### src/rtl/alu_decoder_pipe.sv
// alu_decoder_pipe
//   Elastic-pipelined RV32I ALU control decoder. The main-decoder fields are
//   decoded combinationally, captured into stage 0, and then walk through
//   DEPTH-1 further elastic registers to the execute stage. Undecodable
//   encodings come out as ALUControl=0 with illegal=1.
//
// Parameters
//   CTRL_W  ALUControl width (4 = full RV32I set, 3 = legacy subset)
//   DEPTH   pipeline stages, 1..4
//   CNT_W   illegal counter width
//
// Ports
//   clk, reset                 clock, asynchronous active-high reset
//   in_valid / in_ready        input handshake
//   ALUOp, funct3, op_5,
//   funct7_5                   main-decoder fields
//   out_valid / out_ready      output handshake
//   ALUControl, illegal        decoded word
//   clr_count, illegal_count   saturating count of delivered illegal words
//
// Build option
//   ALUDEC_ILLEGAL_CNT_EN  when defined, compiles in the illegal counter;
//                          otherwise illegal_count is 0 and clr_count ignored.
module alu_decoder_pipe #(
    parameter int CTRL_W = 4,
    parameter int DEPTH  = 2,
    parameter int CNT_W  = 16
) (
    input  logic              clk,
    input  logic              reset,
    input  logic              in_valid,
    output logic              in_ready,
    input  logic [1:0]        ALUOp,
    input  logic [2:0]        funct3,
    input  logic              op_5,
    input  logic              funct7_5,
    output logic              out_valid,
    input  logic              out_ready,
    output logic [CTRL_W-1:0] ALUControl,
    output logic              illegal,
    input  logic              clr_count,
    output logic [CNT_W-1:0]  illegal_count
);
    localparam logic [3:0] OP_ADD  = 4'b0000;
    localparam logic [3:0] OP_SUB  = 4'b0001;
    localparam logic [3:0] OP_AND  = 4'b0010;
    localparam logic [3:0] OP_OR   = 4'b0011;
    localparam logic [3:0] OP_XOR  = 4'b0100;
    localparam logic [3:0] OP_SLT  = 4'b0101;
    localparam logic [3:0] OP_SLTU = 4'b0110;
    localparam logic [3:0] OP_SLL  = 4'b0111;
    localparam logic [3:0] OP_SRL  = 4'b1000;
    localparam logic [3:0] OP_SRA  = 4'b1001;

    // ---------------- decode ----------------
    logic [3:0]        op4;
    logic              dec_ill;
    logic [CTRL_W-1:0] dec_ctrl;

    always_comb begin
        op4     = OP_ADD;
        dec_ill = 1'b0;
        case (ALUOp)
            2'b00: op4 = OP_ADD;
            2'b01: op4 = OP_SUB;
            2'b10: begin
                case (funct3)
                    3'b000:  op4 = (op_5 & funct7_5) ? OP_SUB : OP_ADD;
                    3'b001:  op4 = OP_SLL;
                    3'b010:  op4 = OP_SLT;
                    3'b011:  op4 = OP_SLTU;
                    3'b100:  op4 = OP_XOR;
                    // shifts key off funct7_5 alone: srai/srli share it with R-type
                    3'b101:  op4 = funct7_5 ? OP_SRA : OP_SRL;
                    3'b110:  op4 = OP_OR;
                    default: op4 = OP_AND;
                endcase
            end
            default: dec_ill = 1'b1;
        endcase
        // narrow control word only encodes add/sub/and/or/slt
        if (CTRL_W < 4 && !(op4 inside {OP_ADD, OP_SUB, OP_AND, OP_OR, OP_SLT}))
            dec_ill = 1'b1;
        dec_ctrl = dec_ill ? '0 : CTRL_W'(op4);
    end

    // ---------------- elastic pipeline ----------------
    // Index 0 of s_* is the decoded input; index i is the output of stage i-1.
    logic [DEPTH:1]             vld_pipe;
    logic [DEPTH:1][CTRL_W-1:0] ctrl_q;
    logic [DEPTH:1]             ill_q;
    logic [DEPTH:0]             s_vld;
    logic [DEPTH:0][CTRL_W-1:0] s_ctrl;
    logic [DEPTH:0]             s_ill;
    logic [DEPTH:0]             rdy;

    assign s_vld  = {vld_pipe, in_valid};
    assign s_ctrl = {ctrl_q, dec_ctrl};
    assign s_ill  = {ill_q, dec_ill};

    // A stage can take a word if it is empty or its word moves on this cycle.
    always_comb begin
        rdy        = '0;
        rdy[DEPTH] = out_ready;
        for (int i = DEPTH - 1; i >= 0; i--)
            rdy[i] = !vld_pipe[i+1] | rdy[i+1];
    end

    always_ff @(posedge clk or posedge reset) begin
        if (reset) begin
            vld_pipe <= '0;
            ctrl_q   <= '0;
            ill_q    <= '0;
        end else begin
            for (int i = 1; i <= DEPTH; i++) begin
                if (rdy[i-1]) begin
                    vld_pipe[i] <= s_vld[i-1];
                    // data only loads with a real word so a stalled output stays put
                    if (s_vld[i-1]) begin
                        ctrl_q[i] <= s_ctrl[i-1];
                        ill_q[i]  <= s_ill[i-1];
                    end
                end
            end
        end
    end

    assign in_ready   = rdy[0] & !reset;
    assign out_valid  = vld_pipe[DEPTH];
    assign ALUControl = ctrl_q[DEPTH];
    assign illegal    = ill_q[DEPTH];

    // ---------------- illegal counter ----------------
`ifdef ALUDEC_ILLEGAL_CNT_EN
    logic [CNT_W-1:0] cnt_q;

    always_ff @(posedge clk or posedge reset) begin
        if (reset)
            cnt_q <= '0;
        else if (clr_count)
            cnt_q <= '0;
        else if (out_valid && out_ready && illegal && cnt_q != '1)
            cnt_q <= cnt_q + 1'b1;
    end

    assign illegal_count = cnt_q;
`else
    logic unused_clr;
    assign unused_clr    = clr_count;
    assign illegal_count = '0;
`endif

endmodule

### config.mk
export PLATFORM = sky130hd
export DESIGN_NAME = alu_decoder_pipe
export DESIGN_NICKNAME = d
export VERILOG_FILES = /design/src/rtl/alu_decoder_pipe.sv
export SDC_FILE = /design/constraint.sdc
export NUM_CORES = 1
export LEC_CHECK = 0
export ABC_AREA = 1
export CAP_MARGIN = 20
export CORE_MARGIN = 2
export CORE_UTILIZATION = 40
export CTS_CLUSTER_SIZE = 25
export DETAILED_ROUTE_END_ITERATION = 12
export PLACE_DENSITY = 0.76
export SETUP_SLACK_MARGIN = 0.02
export SKIP_CTS_REPAIR_TIMING = 1
export SYNTH_ARGS = -nofsm -noshare
export SYNTH_HDL_FRONTEND = slang
export SYNTH_SLANG_ARGS = --single-unit
### constraint.sdc
create_clock -name clk -period 2.8 [get_ports clk]
set_clock_uncertainty 0.1 [all_clocks]
set_input_delay 0.56 -clock clk [delete_from_list [all_inputs] [get_ports clk]]
set_output_delay 0.56 -clock clk [all_outputs]
set_load 0.02 [all_outputs]
After elaboration in Yosys (flattened, before gate mapping)
Index checks and enable logic that the tools add are counted.
{ "totals": {"register_bits": 12, "word_cells": 32, "output_inout_bits": 23, "inputBits": 12} }
{ "op_classes": {"reduce_logical": 8, "n_bitwise": 4, "mux": 6, "n_eq_ne": 8} }
{ "op_table": {"columns": ["cell", "count"], "rows": [
  ["$pmux 4 s7", 1],
  ["$eq 3x3->1 const B", 3],
  ["$pmux 4 s2", 1],
  ["$eq 3x2->1 const B", 2],
  ["$mux 4", 1],
  ["$reduce_and 2->1", 2],
  ["$eq 3x1->1 const B", 1],
  ["$logic_not 1->1", 3],
  ["$logic_not 3->1", 1],
  ["$mux 1", 3],
  ["$reduce_or 3->1", 1],
  ["$and 1x1->1", 2],
  ["$eq 2x1->1 const B", 1],
  ["$eq 2x2->1 const B", 1],
  ["$logic_not 2->1", 1],
  ["$or 1x1->1", 2]
]} }

Longest topological paths before layout
{ "logic_depth": {"depth_word": 5, "depth_mapped": 8, "mapped_depth_nobuf": 8} }

Worst setup path before layout
Ideal clock, no wire load.
{ "synth_path": {"path_type": "input to output", "start": "in reset", "end": "out in_ready", "t_required_ns": 2.140, "cell_stages": 3, "slack_ns": 1.060, "arrival_ns": 1.080, "cell_sequence": "inv_1 -> nand2_1 -> inv_1"} }
{ "synth_via": {"elab_chain_len": 2} }
{ "synth_rtl": {"columns": ["element", "line_no", "text"], "rows": [
  ["from (decl)", "30", "input logic reset,"],
  ["$logic_not 1->1", "128", "assign in_ready = rdy[0] & !reset;"],
  ["$and 1x1->1", "128", null],
  ["to (decl)", "32", "output logic in_ready,"]
]} }
No other way between the ends.

Worst setup path after layout
{ "layout_path": {"start": "in out_ready", "end": "out in_ready"} }
{ "layout_via": {"elab_chain_len": 3} }
{ "layout_rtl": {"columns": ["element", "line_no", "text"], "rows": [
  ["from (decl)", "38", "input logic out_ready,"],
  ["$or 1x1->1 (2 in series)", "106", "rdy[i] = !vld_pipe[i+1] | rdy[i+1];"],
  ["$and 1x1->1", "128", null]
]} }
No other way between the ends.

==> flow_metrics.env <==
export IMPL_yosysSeqAreaShare_pct=37.0
export IMPL_viasPerCell=4.12
export IMPL_power_switching_w=0.000153
export IMPL_synthArstFlopShare_pct=100
export IMPL_final_layout_size_suffix_gt1_share_pct=18.1
export IMPL_r2r_setup_slack_ns=1.67
export IMPL_switching_share_pct=30.8
export IMPL_fin_cells=132
export IMPL_globalRouteOverflowTotal=0
export IMPL_clk_pin_slew_ns=0.08
export IMPL_yosysTopAreaCellShare_pct=37.0
export IMPL_io_buffers=17
export IMPL_cpMostUsedCell="clkdlybuf4s50_1"
export IMPL_vias=544
export IMPL_coreArea_um2=1940
export IMPL_start_kind="input port"
export IMPL_cpLargestDelayFamily="buffers and inverters"
export IMPL_yosys_top_cells_count="21 x nand2_1, 20 x buf_4, 12 x dfrtp_1, 8 x inv_1, 5 x mux2_4"
export IMPL_dp_cells=128
export IMPL_grt_usage_pct=10.2
export IMPL_clk_latency_ns=0.27
export IMPL_synthTopCellsByArea="dfrtp_1 37%, buf_4 18%, nand2_1 9.7%, mux2_4 9.2%, ha_1 4.6%"
export IMPL_worstPathCellList="clkdlybuf4s50_1 -> inv_2 -> nand3_2 -> nand2_1 -> inv_1 -> clkdlybuf4s50_1"
export IMPL_ys_ff_latch=12
export IMPL_synth_edf_count=0
export IMPL_cts_tree="done"
export IMPL_cp_end_kind="output pin"
export IMPL_path_class="input port to output pin"
export IMPL_p_leak_nw=0.511
export IMPL_insertedDiodeCount=0
export IMPL_synth_most_common_cell="nand2_1"
export IMPL_syn_avg_cell_area_um2=9.23
export IMPL_cts_buffers=3
export IMPL_die_height_um=49.1
export IMPL_htreeDepth=1
export IMPL_run_status="completed"
export IMPL_finalCriticalPeriod_ns=2.54
export IMPL_final_util_pct=49.7
export IMPL_yosys_area_top_type="dfrtp_1"
export IMPL_holdWs_ns=0.384
export IMPL_die_area_um2=2410
export IMPL_synth_cell_types=22
export IMPL_p_seq_share_pct=41.9
export IMPL_grt_pass1_vias=466
export IMPL_drtPass1Iterations=3
export IMPL_drv_slew=0
export IMPL_placementRows=16
export IMPL_final_nets=121
export IMPL_yosysWarnings=0
export IMPL_finalSetupViolCount=0
export IMPL_postLayoutCellArea_um2=966
export IMPL_power_density_nw_per_um2=513
export IMPL_dp_hpwl_um=959
export IMPL_tns_ns=0
export IMPL_critPathBufInv=4
export IMPL_wl_per_cell_um=8.62
export IMPL_p_int_w=0.000343
export IMPL_rsz0062_at_grt="no"
export IMPL_peakVddDrop_v=0.000240
export IMPL_cp_required_ns=2.14
export IMPL_synthFlopType="dfrtp_1"
export IMPL_slowest_stage="clkdlybuf4s50_1"
export IMPL_drc_errors=0
export IMPL_area_growth_synth_to_final_pct=19.0
export IMPL_root_buffer="clkbuf_4"
export IMPL_min_path_type="flip-flop to flip-flop"
export IMPL_period_share_pct=90.7
export IMPL_combPwrFrac_pct=31.1
export IMPL_start_util_pct=41.8
export IMPL_clkPwrFrac_pct=27.1
export IMPL_gp_congestion=0.704
export IMPL_ios=35
export IMPL_drt_total_wl_mm=1.14
export IMPL_antenna_found_initial=0
export IMPL_dieWidth_um=49.1
export IMPL_ctsLongestPathBuffers=2
export IMPL_critPathArrivalTime_ns=1.88
export IMPL_grt_max_degree=13
export IMPL_drtIter0Drc=2
export IMPL_placed_area_um2=930
export IMPL_ant_nets=0
export IMPL_synth_area_um2=812
export IMPL_crit_path_max_fanout=4
export IMPL_syn_inst=88
export IMPL_final_hold_viol_count=0
export IMPL_max_stage_delay_ns=0.59
export IMPL_grt_first_pass_wirelength_mm=1.87
export IMPL_maxCapViolCount=0
export IMPL_cts_sinks=12
export IMPL_fmax_mhz=394
-- per-stage QoR --
stage / power (W) / setup WS, ns
after floorplan: 0.000334 / 1.06
final: 0.000496 / 0.261
after global routing: 0.000526 / 0.174
after global placement: 0.000362 / 0.276
after CTS: 0.000503 / 0.255
after detailed placement: 0.000366 / 0.254
-- flip-flops by register name, summed over array words and instances (netlist names) --
signal and flops:
ALUControl 4, ctrl_q 4, vld_pipe 2, ill_q 2
-- logic make-up after synthesis --
group	count (synthesis)	synth area share, %
multiplexers	5	9.24
buffers and inverters	29	22.6
AND/OR/NAND/NOR	31	19.7
adder cells (fa/ha/maj)	3	4.62
AO/OA/AOI/OAI	6	5.24
XOR/XNOR	1	1.08
flip-flops	12	37.0
other	1	0.462
-- worst min-delay path: stages, from the launching register on --
cell	delay, ns
dfrtp_1	0.35
nand2_1	0.05
nand2_1	0.05
-- placed cells by master (no fill, tap or decap), types with 2 or more instances in the layout --
master,n
clkbuf_4,3
nand2_1,21
clkdlybuf4s50_1,17
ha_1,3
conb_1,16
mux2_4,5
a21oi_1,2
nand2_4,2
dfrtp_1,12
inv_1,8
nand3_2,2
-- path summary, 6_finish.rpt --
kind                        startpoint       endpoint  cells after the start
setup reg to reg           vld_pipe[2]  ALUControl[3]                      3
hold reg to reg              ctrl_q[0]      ctrl_q[0]                      2
max in group asynchronous        reset    vld_pipe[1]                      3
setup / recovery             out_ready       in_ready                      6
min in group asynchronous        reset  ALUControl[1]                      3
hold / removal               ctrl_q[0]      ctrl_q[0]                      2
-- layer usage --
metal	share of wire (%)	routed length [um]	up-vias	track usage (%)
li1	-	-	276	-
met1	42	479	239	10.6
met2	48	543	27	17.4
met3	9.8	111	2	3.07
met4	0.35	4	0	7.14
met5	0	0	-	0
-- final cells by class --
cell class,count,area (um^2)
timing repair buffer,18,178
fill,202,976
inverter,9,33.8
tap,27,33.8
multi-input combinational,62,384
clock buffer,4,36.3
sequential,12,300
-- power by group through the flow --
| stage | registers, W | clock network [W] | logic [W] |
|---|---|---|---|
| 2_1_floorplan | 0.000217 | 0 | 0.000117 |
| 3_3_place_gp | 0.000210 | 0 | 0.000152 |
| 3_5_place_dp | 0.000211 | 0 | 0.000155 |
| 4_1_cts | 0.000208 | 0.000139 | 0.000155 |
| 5_1_grt | 0.000211 | 0.000149 | 0.000167 |
| 6_report | 0.000208 | 0.000134 | 0.000154 |
Power figures use the tool's default switching activity.
